--- src/rtl/pixel_write_queue_if.sv ---
// Pixel request and framebuffer write bus between the drawing FSM, the
// write queue and the framebuffer memory port.
interface pixel_write_queue_if;
   logic [8:0]  x_in;
   logic [8:0]  y_in;
   logic [2:0]  color_in;
   logic        wr_in;
   logic        fb_ready;
   logic [14:0] fb_addr;
   logic [2:0]  fb_data;
   logic        fb_we;
   logic        full;
   logic        empty;
   logic [15:0] clip_count;
   logic [15:0] overflow_count;

   // Environment side: issues pixel requests and acts as the framebuffer.
   modport master (
      output x_in, y_in, color_in, wr_in, fb_ready,
      input  fb_addr, fb_data, fb_we, full, empty, clip_count, overflow_count
   );

   // Queue side.
   modport slave (
      input  x_in, y_in, color_in, wr_in, fb_ready,
      output fb_addr, fb_data, fb_we, full, empty, clip_count, overflow_count
   );
endinterface

--- src/rtl/pixel_write_queue.sv ---
// Clips pixel write requests to the screen, buffers accepted pixels in a
// small FIFO and drains them to the framebuffer through a valid/ready port
// so the drawing FSM never stalls on memory.
module pixel_write_queue #(
   parameter int WIDTH  = 160,
   parameter int HEIGHT = 120,
   parameter int DEPTH  = 8
) (
   input  logic                clk,
   input  logic                reset,
   pixel_write_queue_if.slave  bus
);

   localparam int PW = $clog2(DEPTH);

   typedef enum logic {IDLE, WRITE} state_t;

   typedef struct packed {
      logic [14:0] addr;
      logic [2:0]  color;
   } entry_t;

   entry_t        mem [DEPTH];
   logic [PW-1:0] wr_ptr;
   logic [PW-1:0] rd_ptr;
   logic [PW:0]   count;
   state_t        state;
   state_t        state_next;
   entry_t        out_q;
   logic [15:0]   clip_q;
   logic [15:0]   overflow_q;

   logic          in_range;
   logic          fifo_full;
   logic          fifo_empty;
   logic          push;
   logic          pop;
   logic [14:0]   addr_w;

   assign in_range   = (bus.x_in < 9'(WIDTH)) && (bus.y_in < 9'(HEIGHT));
   assign fifo_full  = (count == (PW+1)'(DEPTH));
   assign fifo_empty = (count == '0);
   assign addr_w     = 15'(bus.y_in) * 15'(WIDTH) + 15'(bus.x_in);

   // Full blocks a push even if the output stage pops on the same edge.
   assign push = bus.wr_in && in_range && !fifo_full;
   // Load the output register when it is free or being consumed this edge.
   assign pop  = !fifo_empty && ((state == IDLE) || bus.fb_ready);

   // Pixel storage; only the slots between the pointers are meaningful.
   // NOTE: the array has no reset -- the pointers and occupancy define which
   // slots are valid, so clearing the contents would only cost logic.
   always_ff @(posedge clk) begin
      if (push) mem[wr_ptr] <= '{addr: addr_w, color: bus.color_in};
   end

   // FIFO pointers and occupancy.
   // NOTE: all sequential state uses non-blocking assignments so every
   // register samples pre-edge values regardless of block ordering.
   always_ff @(posedge clk or negedge reset) begin
      if (!reset) begin
         wr_ptr <= '0;
         rd_ptr <= '0;
         count  <= '0;
      end else begin
         if (push) wr_ptr <= wr_ptr + PW'(1);
         if (pop)  rd_ptr <= rd_ptr + PW'(1);
         case ({push, pop})
            2'b10:   count <= count + (PW+1)'(1);
            2'b01:   count <= count - (PW+1)'(1);
            default: count <= count;
         endcase
      end
   end

   // Output register holding the pixel currently offered to the framebuffer.
   always_ff @(posedge clk or negedge reset) begin
      if (!reset)   out_q <= '0;
      else if (pop) out_q <= mem[rd_ptr];
   end

   // Output stage state register.
   always_ff @(posedge clk or negedge reset) begin
      if (!reset) state <= IDLE;
      else        state <= state_next;
   end

   // Output stage next-state logic.
   // NOTE: state_next gets a default before the case so no latch is inferred.
   always_comb begin
      state_next = state;
      case (state)
         IDLE:    if (!fifo_empty) state_next = WRITE;
         WRITE:   if (bus.fb_ready && fifo_empty) state_next = IDLE;
         default: state_next = IDLE;
      endcase
   end

   // Output stage outputs; fb_we follows the state so reset drops it at once.
   always_comb begin
      bus.fb_we = (state == WRITE);
   end

   // Saturating debug counters for clipped and overflow-dropped requests.
   always_ff @(posedge clk or negedge reset) begin
      if (!reset) begin
         clip_q     <= '0;
         overflow_q <= '0;
      end else if (bus.wr_in) begin
         if (!in_range && clip_q != 16'hFFFF)
            clip_q <= clip_q + 16'd1;
         if (in_range && fifo_full && overflow_q != 16'hFFFF)
            overflow_q <= overflow_q + 16'd1;
      end
   end

   assign bus.fb_addr        = out_q.addr;
   assign bus.fb_data        = out_q.color;
   assign bus.full           = fifo_full;
   assign bus.empty          = fifo_empty && (state == IDLE);
   assign bus.clip_count     = clip_q;
   assign bus.overflow_count = overflow_q;

endmodule

--- src/flat_wrapper.sv ---
// flat-port wrapper written by rule: the top's interface ports become plain ports
module pixel_write_queue_flat 
#(
   parameter int WIDTH  = 160,
   parameter int HEIGHT = 120,
   parameter int DEPTH  = 8
)
  (clk, reset, bus_x_in, bus_y_in, bus_color_in, bus_wr_in, bus_fb_ready, bus_fb_addr, bus_fb_data, bus_fb_we, bus_full, bus_empty, bus_clip_count, bus_overflow_count);
  pixel_write_queue_if bus_i ();
  input  logic clk;
  input  logic reset;
  input wire logic [$bits(bus_i.x_in)-1:0] bus_x_in;
  input wire logic [$bits(bus_i.y_in)-1:0] bus_y_in;
  input wire logic [$bits(bus_i.color_in)-1:0] bus_color_in;
  input wire logic [$bits(bus_i.wr_in)-1:0] bus_wr_in;
  input wire logic [$bits(bus_i.fb_ready)-1:0] bus_fb_ready;
  output wire logic [$bits(bus_i.fb_addr)-1:0] bus_fb_addr;
  output wire logic [$bits(bus_i.fb_data)-1:0] bus_fb_data;
  output wire logic [$bits(bus_i.fb_we)-1:0] bus_fb_we;
  output wire logic [$bits(bus_i.full)-1:0] bus_full;
  output wire logic [$bits(bus_i.empty)-1:0] bus_empty;
  output wire logic [$bits(bus_i.clip_count)-1:0] bus_clip_count;
  output wire logic [$bits(bus_i.overflow_count)-1:0] bus_overflow_count;
  assign bus_i.x_in = bus_x_in;
  assign bus_i.y_in = bus_y_in;
  assign bus_i.color_in = bus_color_in;
  assign bus_i.wr_in = bus_wr_in;
  assign bus_i.fb_ready = bus_fb_ready;
  assign bus_fb_addr = bus_i.fb_addr;
  assign bus_fb_data = bus_i.fb_data;
  assign bus_fb_we = bus_i.fb_we;
  assign bus_full = bus_i.full;
  assign bus_empty = bus_i.empty;
  assign bus_clip_count = bus_i.clip_count;
  assign bus_overflow_count = bus_i.overflow_count;
  pixel_write_queue #(.WIDTH(WIDTH), .HEIGHT(HEIGHT), .DEPTH(DEPTH)) u_core (.clk(clk), .reset(reset), .bus(bus_i));
endmodule
--- config.mk ---
export PLATFORM = sky130hd
export DESIGN_NAME = pixel_write_queue_flat
export DESIGN_NICKNAME = d
export VERILOG_FILES = /design/src/rtl/pixel_write_queue_if.sv /design/src/rtl/pixel_write_queue.sv /design/src/flat_wrapper.sv
export SDC_FILE = /design/constraint.sdc
export NUM_CORES = 1
export LEC_CHECK = 0
export ABC_AREA = 1
export CORE_MARGIN = 1.5
export CORE_UTILIZATION = 60
export CTS_CLUSTER_DIAMETER = 30
export DETAILED_ROUTE_END_ITERATION = 8
export PLACE_DENSITY = 0.82
export RECOVER_POWER = 25
export SLEW_MARGIN = 15
export SYNTH_ARGS = -nofsm -noshare
export SYNTH_HDL_FRONTEND = slang
export SYNTH_SLANG_ARGS = --single-unit
export TNS_END_PERCENT = 5
--- constraint.sdc ---
create_clock -name clk -period 4.3 [get_ports clk]
set_input_delay 1.29 -clock clk [delete_from_list [all_inputs] [get_ports clk]]
set_output_delay 1.29 -clock clk [all_outputs]
set_load 0.05 [all_outputs]
Word-level counts from Yosys, hierarchy flattened

Memory sizes are Yosys's and may differ from the RTL's. A register that Yosys moved wholly into a read port is not among the register bits.
Cells that the tools add are included.

Register bits after elaboration: 43
Bits in writable memories: 144
Input port bits: 25
Output and inout bits: 53
Word-level logic and storage cells: 47
Memories: 1

Memories:

| name       | words | bits a word | read ports | clocked after memory_dff | write ports | RTL line                | text |
|---|---|---|---|---|---|---|---|
| u_core.mem | 8     | 18          | 1          | 1                        | 1           | pixel_write_queue.sv:23 | `entry_t mem [DEPTH];` |

$add $sub $neg: 7
Multipliers: 1
Order comparisons: 2
Equality and inequality tests: 5
Multiplexer cells: 6
Bitwise operators: 1
Reduce and logical (&&, ||, !) cells: 18

Operators by type and width:

| operator                                                    | count |
|---|---|
| adder 16 x 1 -> 16 bit (second input constant)              | 2 |
| != test 16 bit (second input constant)                      | 2 |
| adder 15 x 9 -> 15 bit                                      | 1 |
| multiplier 9 x 3 -> 10 bit (second input constant)          | 1 |
| logical AND 1 bit                                           | 9 |
| less-than comparator 9 x 7 -> 1 bit (second input constant) | 1 |
| less-than comparator 9 x 8 -> 1 bit (second input constant) | 1 |
| one-hot mux 4 bit (2 select lines)                          | 1 |
| adder 3 x 1 -> 3 bit (second input constant)                | 2 |
| adder 4 x 1 -> 4 bit (second input constant)                | 1 |
| == test 4 bit (second input constant)                       | 1 |
| logical NOT 1 bit                                           | 4 |
| logical NOT 4 bit                                           | 1 |
| two-way mux 1 bit                                           | 4 |
| AND reduction 2 bit                                         | 2 |
| subtractor 4 x 1 -> 4 bit (second input constant)           | 1 |
| == test 2 x 1 -> 1 bit (second input constant)              | 1 |
| == test 2 bit (second input constant)                       | 1 |
| one-hot mux 1 bit (2 select lines)                          | 1 |
| nonzero test 2 bit                                          | 1 |
| logical OR 1 bit                                            | 1 |
| inverter 1 bit                                              | 1 |

Logic depth before layout (Yosys ltp)

Gate-level depths: netlist of run 1.

Depth in word-level cells: 6
Mapped depth: 12
Depth with buffers taken out: 12

Worst setup path after synthesis of run 1

Ideal clock, no wire load.

Path type: input-to-reg
From: in bus_y_in[1]
To: mem u_core.mem[0][16] (netlist name), data pin
Setup time: 231 ps
Data arrival time: 3,046 ps
Data required time: 4,069 ps
Path slack: 1,022 ps
Stages: 9
Path buffers: 0
Path through: ha_1 ha_1 ha_1 nand2_1 o21ai_0 nand2_1 nor2_1 nand2_1 xnor2_1

Longest elaborated chain between the ends: 2

Ends and longest elaborated chain:

| what                       | RTL line                | text |
|---|---|---|
| from (decl)                | flat_wrapper.sv:13      | `input wire logic [$bits(bus_i.y_in)-1:0] bus_y_in;` |
| multiplier 9 x 3 -> 10 bit | pixel_write_queue.sv:43 | `assign addr_w = 15'(bus.y_in) * 15'(WIDTH) + 15'(bus.x_in);` |
| adder 15 x 9 -> 15 bit     | pixel_write_queue.sv:43 |  |
| via u_core.addr_w[13]      | pixel_write_queue.sv:38 | `logic [14:0] addr_w;` |
| to (decl)                  | pixel_write_queue.sv:23 |  |

The timed path passes the listed nets, and every way through them passes these cells.

Worst setup path in the final report of run 1

From: in bus_y_in[3]
To: mem u_core.mem[3][16] (netlist name), data pin

Same word-level chain as after synthesis.

==> out/qor.yml, run 1 <==
detailed_routing:
  routed_wl_mm: 22.7
  viasPerCell: 5.76
  drtPass1Iterations: 5
  num_vias: 7066
  drt_iter0_drc: 644
  wl_per_cell_um: 18.5
  ant_nets: 0
  drc: 0
floorplanning:
  ios: 78
  die_height_um: 128
  die_area_um2: 16400
  core-area_um2: 15300
  die_w_um: 128
  rows: 45
  start_util_pct: 61.6
clocking:
  cts_resized: 0
  clk_pin_slew_worst_paths_ps: 50
  cts_tree: "built"
  clock-root-buffer: "clkbuf_16"
  clkSinkCount: 205
  hold_buffers: 0
  cts_made_buffers: 38
  cts_htree_levels: 2
  cts_setup_buffers: 0
  clock_latency_ps: 510
  clk_path_buf_depth: 3
cells_and_area:
  fin_util_pct: 76.7
  antenna_cells: 0
  final_cell_mix: "nand2_1, edfxtp_1, nor2_1"
  layout.nets: 1038
  drive_above_1_share_pct: 10.3
  mostFrequentLayoutCell: "nand2_1"
  area_growth_pct: 24.6
timing:
  clock.fmax_mhz: 271
  finalCritPeriodShare_pct: 85.9
  final.setup_skew_ps: 16.0
  layout_min_cycle_time_ps: 3690
  hold_viol_final: 0
  worst_slew_pin_slew_ps: 1650
  finalSetupViolCount: 0
  slew_headroom_pct: -10.2
  finalSetupTns_ps: 0
  rsz0062_at_grt: "no"
  slew_viol_final: 62
synth:
  synth.avg_cell_area_um2: 10.6
  ys_warn_count: 0
  synth_nets: 940
  yosysSeqAreaShare_pct: 62.3
  mappedNetlistArea_um2: 9400
  syn_inst: 889
  synth-seq-cells: 205
  synth.distinct_cells: 33
grt:
  grt_pass1_vias: 7014
  grt_max_degree: 62
  overflow: 0
  antenna_found_initial: 0
  grt_pass1_wl_mm: 36.0
  track_usage_pct: 28.4
worst_setup_path:
  cp.arrival_ps: 3920
  setup.worst_path.start_class: "input pin"
  cp-end-kind: "flip-flop"
  rr_worst_depth: 11
  required_ps: 4530
  path_class: "input pin to flip-flop"
  cp_max_fo: 8
power_and_ir_drop:
  ir_worst_vdd_mv: 0.501
  power.density_nw_per_um2: 675
  p_leak_nw: 4.56
status:
  status: "finished, violations left"
  violations: "capacitance limit, slew limit"
placement:
  dp_hpwl_mm: 12.2
  globalplace.congestion: 0.860
  portBuffers: 77
min_path:
  worstHoldPathType: "flip-flop to flip-flop"
  min_delay_path_depth: 2
job:
  cap_violations: 1
## worst paths after layout
check	slack, ps	start	end
max reg2reg	1900	u_core.count[1]	u_core.count[2]
max	610	bus_y_in[3]	u_core.mem[3][16]
min reg2reg	480	u_core.bus.fb_addr[4]	u_core.bus.fb_addr[4]
max in group asynchronous	1890	reset	u_core.rd_ptr[0]
min	480	u_core.bus.fb_addr[4]	u_core.bus.fb_addr[4]
min in group asynchronous	1290	reset	u_core.bus.clip_count[14]
## synthesized netlist by cell type, drive strengths merged
cell	number	area share [%]
a21oi	6	0.32
o22ai	18	1.2
nor3	14	1.1
nand4	7	0.47
clkbuf	18	0.72
o21bai	1	0.080
and2	1	0.093
or2	1	0.067
inv	47	1.9
o211ai	36	2.9
dfrtp	61	16
nand2	202	8.1
ha	24	3.2
nand3	36	2.4
o21ai	82	4.4
xor2	27	2.5
nor2	128	5.2
edfxtp	144	46
nand3b	1	0.080
buf	17	1.2
xnor2	16	1.5
fa	2	0.43
## worst max-delay path: stages
cell             delay, ps
clkdlybuf4s50_1        530
ha_1                   260
ha_1                   300
ha_1                   360
nand2_1                 70
o21ai_0                310
nand2_1                150
nor2_1                 120
nand2_1                 70
xnor2_1                450
## sequential cells by signal, indices dropped and copies added, names as in the netlist
name and flops:
u_core.mem 144, u_core.bus.fb_we 1, u_core.bus.fb_data 3, u_core.bus.fb_addr 15, u_core.rd_ptr 3, u_core.wr_ptr 3
u_core.bus.clip_count 16, u_core.bus.overflow_count 16, u_core.count 4
## through the flow
| stage | power, mW | setup WS (ps) | area (µm²) | hold slack, ps | std cells |
|---|---|---|---|---|---|
| after floorplan | 4.11 | 1020 | 9400 | 482 | 889 |
| after global placement | 4.69 | 207 | 10400 | 465 | 1158 |
| after detailed placement | 4.78 | 152 | 10400 | 466 | 1158 |
| after CTS | 7.92 | 602 | 11700 | 483 | 1227 |
| after global routing | 8.23 | 415 | 11700 | 490 | 1227 |
| final | 7.90 | 607 | 11700 | 476 | 1227 |
## final cells by class
type | count | area, µm²
Sequential cell | 205 | 5850
Multi-Input combinational cell | 602 | 3190
Fill cell | 915 | 3550
Timing Repair Buffer | 93 | 883
Clock buffer | 42 | 986
Tap cell | 211 | 264
Inverter | 47 | 179
Clock inverter | 27 | 345
## power breakdown
part / leakage [nW] / internal [mW] / switching (mW)
Sequential: 2.08 / 2.37 / 0.204
Clock: 0.640 / 2.04 / 1.04
Combinational: 1.84 / 0.713 / 1.54
## cell families after synthesis
logic type	Yosys count	share of synthesized area, %
compound gates	143	8.84
xor+xnor	43	4.01
fa+ha+maj	26	3.62
buf+inv	82	3.78
flops	205	62.3
simple gates	390	17.5
## routing by layer
metal / vias to the layer above / share of wire [%] / global-route usage, %
li1: 3270 / - / -
met1: 3368 / 38 / 36.3
met2: 364 / 50 / 47.7
met3: 64 / 8.2 / 4.67
met4: 0 / 3.0 / 13.5
met5: - / 0 / 0
No activity file was read; power rests on OpenSTA's default activity.
==> inputs of run 2 (changes only) <==
Settings changed: CORE_UTILIZATION 60 to 58, PLACE_DENSITY 0.82 to 0.8, SLEW_MARGIN 15 to not set.
Clock period 4.3 ns to 4.04 ns, I/O delays scaled along.
==> run 2 against run 1 <==
The run now ends clean. Sequential power up 4%. Sequential share of layout area about the same. Worst setup slack worse by 150 ps. Global-route usage down 3.0 points. Wire length down 7.4%. Critical path depth unchanged. Final area about the same. Utilization down 2.7 points. Power up 4.7%. Clock power up 4%. Register-to-register slack about the same. First-iteration DRC count down 8.7%. Critical endpoint is now u_core.mem[4][15]. Largest cell class unchanged. Highest routed layer unchanged.
==> out/qor.yml, run 2 (synthesized netlist as in run 1, its figures left out) <==
status:
  status: "completed"
clocking:
  clkSinkCount: 205  # unchanged
  clock_latency_ps: 510  # about the same
  cts_made_buffers: 39  # +2.6%
  cts_setup_buffers: 0  # unchanged
  hold_buffers: 0  # unchanged
  clk_path_buf_depth: 3  # unchanged
  cts_tree: "built"
  clk_pin_slew_worst_paths_ps: 50  # about the same
  clock-root-buffer: "clkbuf_16"
  cts_resized: 0  # unchanged
  cts_htree_levels: 2  # unchanged
grt:
  overflow: 0  # unchanged
  antenna_found_initial: 0  # unchanged
  grt_max_degree: 74  # +19%
  grt_pass1_vias: 6560  # -6.5%
  track_usage_pct: 25.4  # -3.0 points
  grt_pass1_wl_mm: 33.1  # -8.1%
timing:
  finalSetupTns_ps: 0  # unchanged
  clock.fmax_mhz: 279
  rsz0062_at_grt: "no"
  finalSetupViolCount: 0  # unchanged
  worst_slew_pin_slew_ps: 1330  # -326 ps
  slew_viol_final: 0  # -100%
  slew_headroom_pct: 11.5  # +22 points
  finalCritPeriodShare_pct: 88.7
  final.setup_skew_ps: 11.6  # -4.48 ps
  layout_min_cycle_time_ps: 3590
  hold_viol_final: 0  # unchanged
detailed_routing:
  drtPass1Iterations: 5  # unchanged
  routed_wl_mm: 21.0  # -7.4%
  viasPerCell: 5.57  # -3.3%
  drt_iter0_drc: 588  # -8.7%
  drc: 0  # unchanged
  wl_per_cell_um: 17.0  # -8.0%
  num_vias: 6877  # -2.7%
  ant_nets: 0  # unchanged
placement:
  globalplace.congestion: 0.874  # +1.6%
  place_area_um2: 10400  # +0.16%
  portBuffers: 77  # unchanged
  dp_hpwl_mm: 11.9  # -2.9%
cells_and_area:
  final_cell_mix: "nand2_1, edfxtp_1, nor2_1"
  largest_reg_flops: 144  # unchanged
  fill_cells: 1045  # +14%
  area_growth_pct: 24.6  # about the same
  antenna_cells: 0  # unchanged
  mostFrequentLayoutCell: "nand2_1"
  layout.nets: 1039  # +0.096%
  drive_above_1_share_pct: 10.5  # +0.17 points
  design_area_um2: 11700  # about the same
  largest-register: "u_core.mem"
worst_setup_path:
  setup.worst_path.start_class: "input pin"
  cpPeakStageDelay_ps: 520  # about the same
  cp.arrival_ps: 3800  # -120 ps
  cp-end-kind: "flip-flop"
  worstPathCellList: "clkdlybuf4s50_1, ha_1, ha_1, fa_1, nand2_1, nand2_1, nor2_1, nand3_1, nor2_1, xor2_1"
  cp_slowest_cell: "xor2_1"
  path_class: "input pin to flip-flop"
  cp_max_fo: 8  # unchanged
  required_ps: 4260  # -270 ps
floorplanning:
  start_util_pct: 59.4  # -2.2 points
  core-area_um2: 15800  # +3.7%
  die_height_um: 130  # +1.7%
  die_w_um: 130  # +1.7%
  ios: 78  # unchanged
  rows: 46  # +2.2%
  die_area_um2: 17000  # +3.4%
job:
  cap_violations: 0  # -1
power_and_ir_drop:
  p_leak_nw: 4.55  # about the same
  power.density_nw_per_um2: 707  # +4.6%
  ir_worst_vdd_mv: 0.611  # +22%
  p_total_mw: 8.27  # +4.7%
min_path:
  worstHoldPathType: "flip-flop to flip-flop"
==> run 2: metal layers <==
layer,track usage [%],vias up,share of wire (%)
li1,-,3265,-
met1,34.1,3323,41
met2,41.3,251,50
met3,5.04,38,7.2
met4,9.41,0,1.9
met5,0,-,0
==> run 2: cell type report <==
type / count / area [µm²] / share of cell area [%]
Inverter: 47 / 179 / 1.53
Clock buffer: 43 / 1030 / 8.82
Multi-Input combinational cell: 602 / 3200 / 27.4
Sequential cell: 205 / 5850 / 50.0
Timing Repair Buffer: 93 / 877 / 7.49
Clock inverter: 29 / 292 / 2.49
Tap cell: 216 / 270 / 2.31
==> run 2: path summary, 6_finish.rpt <==
kind,from,endpoint,slack [ps],cells after the start
max in group asynchronous,reset,u_core.rd_ptr[0],1200,2
setup reg to reg,u_core.count[1],u_core.count[2],1900,9
min in group asynchronous,reset,u_core.bus.clip_count[10],990,1
hold reg to reg,u_core.bus.fb_addr[8],u_core.bus.fb_addr[8],480,2
setup / recovery,bus_y_in[1],u_core.mem[4][15],450,10
hold / removal,u_core.bus.fb_addr[8],u_core.bus.fb_addr[8],480,2
==> run 2: power breakdown <==
part           internal (mW)  switching [mW]  total (mW)
Sequential              2.52           0.153        2.67
Combinational          0.757            1.65        2.41
Clock                   2.11            1.08        3.19
==> run 2: critical path: cells and delay by family <==
family,cells,cell delay (ps)
and+or+nand+nor,5,610
xor gates and xnor gates,1,520
adders and majority gates,3,1010
buffers and inverters,1,450
==> run 2: metrics by stage <==
step | utilization (%) | cells | hold slack, ps | setup WS (ps)
2_1_floorplan | - | 889 | 482 | 840
3_3_place_gp | 65.7 | 1163 | 464 | 67.0
3_5_place_dp | 65.7 | 1163 | 468 | 1.84
4_1_cts | 74.0 | 1235 | 483 | 477
5_1_grt | 74.0 | 1235 | 512 | 220
6_report | 74.0 | 1235 | 480 | 455
